===== src/rtl/sal_axi_rd_traffic_gen.sv =====
// sal_axi_rd_traffic_gen
//   AXI read-traffic generator. It issues a programmed run of strided INCR
//   bursts on the AR channel and keeps a bounded number of bursts
//   outstanding. It consumes the R channel, checks framing, ID order and
//   response codes, and accumulates beat/error counts and an XOR signature.
//
// Ports
//   clk, rst_n          clock, synchronous active-low reset
//   start               single-cycle start pulse (ignored while busy)
//   start_addr, stride  address of burst 0 and the increment between bursts
//   num_req, len_cfg    number of bursts and ARLEN (beats-1) for each burst
//   ar*                 AXI read-address channel (master side)
//   r*                  AXI read-data channel (master side)
//   busy, done          sequence running / sticky completion flag
//   beat_cnt, err_cnt   accepted R beats / erroneous beats (saturating)
//   rdata_xor           XOR of every accepted rdata word
module sal_axi_rd_traffic_gen #(
  parameter int ADDR_WIDTH      = 32,
  parameter int ID_WIDTH        = 4,
  parameter int DATA_WIDTH      = 128,
  parameter int MAX_OUTSTANDING = 4
) (
  input  logic                  clk,
  input  logic                  rst_n,
  input  logic                  start,
  input  logic [ADDR_WIDTH-1:0] start_addr,
  input  logic [ADDR_WIDTH-1:0] stride,
  input  logic [15:0]           num_req,
  input  logic [3:0]            len_cfg,
  output logic                  arvalid,
  input  logic                  arready,
  output logic [ID_WIDTH-1:0]   arid,
  output logic [ADDR_WIDTH-1:0] araddr,
  output logic [3:0]            arlen,
  output logic [2:0]            arsize,
  output logic [1:0]            arburst,
  input  logic                  rvalid,
  output logic                  rready,
  input  logic [ID_WIDTH-1:0]   rid,
  input  logic [DATA_WIDTH-1:0] rdata,
  input  logic [1:0]            rresp,
  input  logic                  rlast,
  output logic                  busy,
  output logic                  done,
  output logic [31:0]           beat_cnt,
  output logic [15:0]           err_cnt,
  output logic [DATA_WIDTH-1:0] rdata_xor
);

  localparam logic [1:0] ST_IDLE  = 2'd0;
  localparam logic [1:0] ST_ISSUE = 2'd1;
  localparam logic [1:0] ST_DRAIN = 2'd2;

  localparam logic [3:0]          MAX_OUT = 4'(MAX_OUTSTANDING);
  localparam logic [2:0]          ARSIZE  = 3'($clog2(DATA_WIDTH / 8));
  localparam logic [ID_WIDTH-1:0] ID_ONE  = ID_WIDTH'(1);

  logic [1:0]            state;
  logic [ADDR_WIDTH-1:0] stride_q;
  logic [ADDR_WIDTH-1:0] araddr_q;
  logic [15:0]           num_req_q;
  logic [15:0]           issued;
  logic [3:0]            len_q;
  logic [ID_WIDTH-1:0]   arid_q;
  logic [ID_WIDTH-1:0]   exp_id;
  logic [3:0]            outstanding;
  logic [7:0]            beat_idx;

  logic ar_hs;
  logic r_hs;
  logic r_done;
  logic beat_err;
  logic out_inc;
  logic out_dec;

  // The address/ID registers always hold the request currently being
  // offered, so the AR payload is stable for as long as arvalid waits.
  assign arvalid = (state == ST_ISSUE) && (issued < num_req_q) &&
                   (outstanding < MAX_OUT);
  assign araddr  = araddr_q;
  assign arid    = arid_q;
  assign arlen   = len_q;
  assign arsize  = ARSIZE;
  assign arburst = 2'b01;
  assign rready  = (state != ST_IDLE);
  assign busy    = (state != ST_IDLE);

  assign ar_hs  = arvalid && arready;
  assign r_hs   = rvalid && rready;
  assign r_done = r_hs && rlast;

  // Responses must return in issue order, so the expected ID is simply a
  // count of completed bursts. Several faults on one beat count once.
  assign beat_err = (rresp != 2'b00) || (rid != exp_id) ||
                    (rlast != (beat_idx == {4'b0000, len_q}));

  assign out_inc = ar_hs;
  assign out_dec = r_done && (outstanding != 4'd0);

  always_ff @(posedge clk) begin
    if (!rst_n) begin
      state       <= ST_IDLE;
      stride_q    <= '0;
      araddr_q    <= '0;
      num_req_q   <= '0;
      issued      <= '0;
      len_q       <= '0;
      arid_q      <= '0;
      exp_id      <= '0;
      outstanding <= '0;
      beat_idx    <= '0;
      done        <= 1'b0;
      beat_cnt    <= '0;
      err_cnt     <= '0;
      rdata_xor   <= '0;
    end else begin
      if (r_hs) begin
        beat_cnt  <= beat_cnt + 32'd1;
        rdata_xor <= rdata_xor ^ rdata;
        if (beat_err && (err_cnt != 16'hFFFF)) begin
          err_cnt <= err_cnt + 16'd1;
        end
        if (rlast) begin
          beat_idx <= '0;
          exp_id   <= exp_id + ID_ONE;
        end else if (beat_idx != 8'hFF) begin
          beat_idx <= beat_idx + 8'd1;
        end
      end

      if (ar_hs) begin
        araddr_q <= araddr_q + stride_q;
        arid_q   <= arid_q + ID_ONE;
        issued   <= issued + 16'd1;
      end

      if (out_inc && !out_dec) begin
        outstanding <= outstanding + 4'd1;
      end else if (!out_inc && out_dec) begin
        outstanding <= outstanding - 4'd1;
      end

      case (state)
        ST_IDLE: begin
          if (start) begin
            stride_q    <= stride;
            num_req_q   <= num_req;
            len_q       <= len_cfg;
            araddr_q    <= start_addr;
            arid_q      <= '0;
            issued      <= '0;
            outstanding <= '0;
            exp_id      <= '0;
            beat_idx    <= '0;
            beat_cnt    <= '0;
            err_cnt     <= '0;
            rdata_xor   <= '0;
            if (num_req != 16'd0) begin
              state <= ST_ISSUE;
              done  <= 1'b0;
            end else begin
              done  <= 1'b1;
            end
          end
        end
        ST_ISSUE: begin
          if (ar_hs && ((issued + 16'd1) == num_req_q)) begin
            state <= ST_DRAIN;
          end
        end
        ST_DRAIN: begin
          if (outstanding == 4'd0) begin
            state <= ST_IDLE;
            done  <= 1'b1;
          end
        end
        default: state <= ST_IDLE;
      endcase
    end
  end

endmodule


===== config.mk =====
export PLATFORM = sky130hd
export DESIGN_NAME = sal_axi_rd_traffic_gen
export DESIGN_NICKNAME = d
export VERILOG_FILES = /design/src/rtl/sal_axi_rd_traffic_gen.sv
export SDC_FILE = /design/constraint.sdc
export NUM_CORES = 1
export LEC_CHECK = 0
export BUFFER_PORTS_ARGS = -buffer_cell sky130_fd_sc_hd__clkbuf_2
export CORE_UTILIZATION = 40
export CTS_CLUSTER_DIAMETER = 200
export DETAILED_ROUTE_END_ITERATION = 6
export PLACE_DENSITY = 0.65
export SLEW_MARGIN = 25
export SYNTH_ARGS = -nofsm -noshare
export SYNTH_HDL_FRONTEND = slang
export SYNTH_SLANG_ARGS = --single-unit

===== constraint.sdc =====
create_clock -name clk -period 7 [get_ports clk]
set_input_delay 0.35 -clock clk [delete_from_list [all_inputs] [get_ports clk]]
set_output_delay 0.35 -clock clk [all_outputs]
set_load 0.1 [all_outputs]

# Word level (Yosys, flattened, before mapping)
# Index checks and enable logic that the tools add are counted.
# op_classes
add_sub_neg	9
n_mul	0
div	0
order_cmp	2
n_eq_ne	12
shifts	0
mux	41
bitwise_logic	1
reduce_logical	24
# ops
operator	n
two-way mux 128 bit	3
two-way mux 32 bit	6
XOR 128 bit	1
two-way mux 16 bit	7
two-way mux 4 bit	11
two-way mux 8 bit	5
adder 16 x 1 -> 16 bit, second input constant	2
adder 32 x 1 -> 32 bit, second input constant	1
adder 32 bit	1
== test 16 bit	1
< comparator 16 bit	1
inequality test 16 bit, second input constant	1
nonzero test 16 bit	1
adder 4 x 1 -> 4 bit, second input constant	3
logical AND 1 bit	10
adder 8 x 1 -> 8 bit, second input constant	1
== test 8 x 4 -> 1 bit	1
two-way mux 2 bit	4
inequality test 8 bit, second input constant	1
inequality test 2 bit, second input constant	3
case mux 2 bit (3 select lines)	1
nonzero test 2 bit	3
logical NOT 4 bit	1
< comparator 4 x 3 -> 1 bit, second input constant	1
other kinds (15)	19
# totals
register_bits	299
latchBits	0
ramBits	0
romBits	0
out_inout_bits	225
wordCells	103
memories	0

# Logic depth before layout (Yosys ltp)
# depth
ltp_word	10
depth_mapped	12

# Worst setup path after synthesis
# Ideal clock, no wire load.
# synth_timing
path_kind	reg2reg
startpoint	register num_req_q[15]
endpoint	register state[0]
setup_time_ns	0.116
arrival_time_ns	3.852
setup_slack_ns	3.032
path_stages_with_launch	10
n_path_buf	0
synth_period_minus_slack_ns	3.968
cell_sequence	dfxtp_1 > inv_1 > ha_1 > a21oi_1 > nand4b_1 > or3_1 > o21ai_1 > nand2_1 > or4_1 > and4_1
# synth_via
elab_chain_len	7
elab_cells_between_ends	8
classes_between	order compare: 1; eq/ne: 2; reduce/logical: 5
# synth_lines
item	line	text
start: declaration	61	logic [15:0] num_req_q;
start signal: assignment	147	num_req_q <= num_req;
< comparator 16 bit	78	assign arvalid = (state == ST_ISSUE) && (issued < num_req_q) &&
logical AND 1 bit (2 in a row)	78	
named net arvalid	30	output logic arvalid,
logical AND 1 bit	88	assign ar_hs = arvalid && arready;
logical AND 1 bit	167	if (ar_hs && ((issued + 16'd1) == num_req_q)) begin
inequality test 2 x 1 -> 1 bit (no line)	--	
AND reduction 4 bit (no line)	--	
end signal: assignment	168	state <= ST_DRAIN;
end signal: assignment	173	state <= ST_IDLE;
end signal: assignment	177	default: state <= ST_IDLE;
end: declaration	58	logic [1:0] state;
# The timed path passes the listed nets, and every way through them passes these cells.
# A chain may end at the register's enable or synchronous reset.

# Worst setup path in the final report
# layout_timing
startpoint	register state[1]
endpoint	register beat_cnt[28]
# layout_via
elab_chain_len	5
elab_cells_between_ends	6
classes_between	mux: 3; reduce/logical: 3
# layout_lines
item	line	text
start signal: assignment	102	state <= ST_IDLE;
start signal: assignment	159	state <= ST_ISSUE;
start signal: assignment	168	
nonzero test 2 bit	85	assign rready = (state != ST_IDLE);
logical AND 1 bit	89	assign r_hs = rvalid && rready;
two-way mux 32 bit	117	if (r_hs) begin
two-way mux 32 bit	145	if (start) begin
two-way mux 32 bit *	143	case (state)
end signal: assignment	118	beat_cnt <= beat_cnt + 32'd1;
end: declaration	45	output logic [31:0] beat_cnt,
# Mark *: on every way between the ends. The rest lies on a longest branch, timed or not.

==> metrics.md <==
| Metric | Value |
|---|---|
| Post-CTS Resized | `0` |
| RSZ-0062 raised after global routing | `false` |
| GRT Util Overall | `21.6%` |
| Largest net degree at the start of global routing | `177` |
| Period utilisation layout | `44.7%` |
| CP Max Fanout | `38` |
| Startpoint type of the worst setup path | `flip-flop` |
| First-pass GRT wire length | `63.4 mm` |
| CTS buffer count | `36` |
| Max rail drop VDD | `0.182 mV` |
| Post-Synth XOR/XNOR Area | `15.0%` |
| F_max | `0.320 GHz` |
| Initial core utilization | `40.5%` |
| Ys async rst share | `0%` |
| Setup CP Type | `reg -> reg` |
| Final hold vios | `0` |
| Arrival time at the worst endpoint | `3.58 ns` |
| Post-synth top area cell | `dfxtp_1` |
| Clock latency on the worst-skew pair | `0.54 ns` |
| Outcome | `complete, no violations` |
| Top_reg_cell synth | `dfxtp_1` |
| Final core area utilization | `50.9%` |
| Post-synthesis adder-cell area fraction | `5.07%` |
| Ys Warns | `0` |
| Remaining Overflow, GRT | `0` |
| # rows | `69` |
| Worst-margin pin slew | `0.992 ns` |
| EDFF count, synth | `0` |
| Post-synthesis mux area share | `0.139%` |
| Share of post-route cells with drive strength above 1 | `24.3%` |
| DRT Pass-1 Iters | `7` |
| Crit. End Element | `flip-flop` |
| Synthesized area | `14400 um^2` |
| Via Count | `13233` |
| Drt wl/cell | `15.6 um` |
| Post-placement setup slack | `3.85 ns` |
| DR iter-0 viols | `652` |
| Min-delay src | `stride[2]` |
| Worst Hold Class | `in -> reg` |
| Placed cells | `2582` |
| Root Buffer | `clkbuf_16` |
| Max Slew Vio Count | `0` |
| Core area | `35500 um^2` |
| CP Launch Point | `state[1]$_SDFFE_PN0P_` |
| Mean area per synthesized cell | `8.17 um^2` |
| WP data required | `7.45 ns` |
| DP Wirelength | `30.3 mm` |
| Setup violations, final | `0` |
| DIE HEIGHT | `191 um` |
| Post-synthesis simple-gate area fraction | `22.6%` |
| #FFs+latches synth | `299` |
| Area of the die | `36700 um^2` |
| FF+latch area | `5990 um^2` |
| CTS tree | `yes` |
| Antenna diode count | `0` |
| Die Wd | `191 um` |
| Worst setup margin | `3.87 ns` |
| MaxCap Viol Count | `0` |
| Layout fillers | `3407` |
| Top post-synthesis cells by area | `dfxtp_1, xor2_1, nand2_1` |
| Vias in the first global route | `12255` |
| Total wire length | `41.3 mm` |
| TNS Setup | `0 ns` |
| Routability cong. | `0.912` |
| Initial antenna violation count | `1` |
| Cells after Synth | `1757` |
| Combinational family with the most area after synthesis | `simple AND/OR/NAND/NOR gates` |
| Layout overhead on the synthesized area | `25.7%` |
| Total Power | `4540 uW` |
| Distinct cells, synth | `76` |
| Reg clk slew, reported paths | `0.06 ns` |
| Vias/cell | `5.00` |
| Sequential area share after synthesis | `41.7%` |
| Final Skew | `0.0143 ns` |
| R2R Path Start | `state[1]$_SDFFE_PN0P_` |
| H-tree depth | `2` |
| Clock sink count | `299` |
| Crit path time final | `3.13 ns` |
| Antenna Nets Post-Route | `0` |
| Static Leakage | `0.00799 uW` |
| Final cell count without fillers | `2646` |
| Most instantiated library cell after synthesis | `nand2_1` |
| Longest Clk Path Bufs | `3` |
| I/O pins | `449` |
| Port buffer count | `443` |
| Slew HR | `33.8%` |
| Compound-gate portion of the synthesized area | `11.5%` |
| DRC viols | `0` |
| Yosys top cell area share | `41.7%` |
| PD cells | `251 nW/um^2` |
| Final #Nets | `2441` |
| Post-synth top cells | `nand2_1, dfxtp_1, nor2_1, xor2_1, a21oi_1` |
| Footprint of the multi-input gates | `7830 um^2` |
## flip-flops by register name (all words and copies together), names as in the netlist
name,flops
araddr,32
outstanding,4
state,2
err_cnt,16
done,1
num_req_q,16
arid,4
rdata_xor,128
issued,16
beat_idx,8
exp_id,4
stride_q,32
beat_cnt,32
arlen,4
## routing by layer
metal | wire length [um] | track usage (%)
met1 | 17900 | 27.3
met2 | 19400 | 35.3
met3 | 3080 | 5.23
met4 | 1020 | 8.18
met5 | 0 | 0
## worst paths after layout
| check | slack, ns | depth (start not counted) | endpoint |
|---|---|---|---|
| worst min register to register | 0.46 | 2 | stride_q[3]$_SDFFE_PN0P_ |
| worst min-delay path | 0.03 | 3 | stride_q[2]$_SDFFE_PN0P_ |
| worst max-delay path | 3.87 | 7 | beat_cnt[28]$_SDFF_PN0_ |
| worst max register to register | 3.87 | 7 | beat_cnt[28]$_SDFF_PN0_ |
## metrics by stage
stage / area (um^2) / hold WS [ns]
floorplan: 14400 / 0.437
global placement: 16800 / 0.452
detailed placement: 16800 / 0.456
CTS: 18000 / 0.00182
global route: 18100 / 0.0237
finish: 18100 / 0.0312
## critical path, stage by stage (launching register included)
cell	delay (ns)
dfxtp_1	0.42
nor2_1	0.22
nor2b_4	0.74
nand4_1	0.43
nor2_1	0.46
nand2_1	0.24
or3_1	0.39
a21oi_1	0.14
## cells by family after synthesis
family,count (synthesis)
fa+ha+maj,58
xor+xnor,246
simple gates,753
mux,2
flops,299
other cells,2
compound gates,266
buf+inv,131
## report_power, final
part	internal [uW]	switching [uW]	total (uW)
Combinational	211	626	837
Clock	1150	727	1880
Sequential	1770	52.0	1820
## repair_timing
action,4_1_cts,5_1_grt
endpoints found under the hold margin,1,0
hold buffers,1,0
setup buffers,0,0
## final cells by class
type / instances / share of cell area (%)
well taps: 461 / 3.19
inverters: 42 / 0.873
multi-input cells: 1330 / 43.4
flip-flops and latches: 299 / 33.2
clock buffers: 52 / 5.83
clock inverters: 10 / 0.755
repair buffers: 452 / 12.8
## placed cells by master (no fill, tap or decap), drive strengths merged, types with 8 or more instances in the layout
cell and count:
o21ai 54, nor3 26, nand2 355, xnor2 63, nand3 41, ha 55
inv 43, nand4 21, and3 14, clkbuf 495, buf 8, dfxtp 299
nor4 8, xor2 183, nor2 241, a21oi 104, or3 16, nor2b 8
a311oi 17, a21o 16, and4 9, a21boi 22, a31oi 15
No activity file was read; power rests on OpenSTA's default activity.
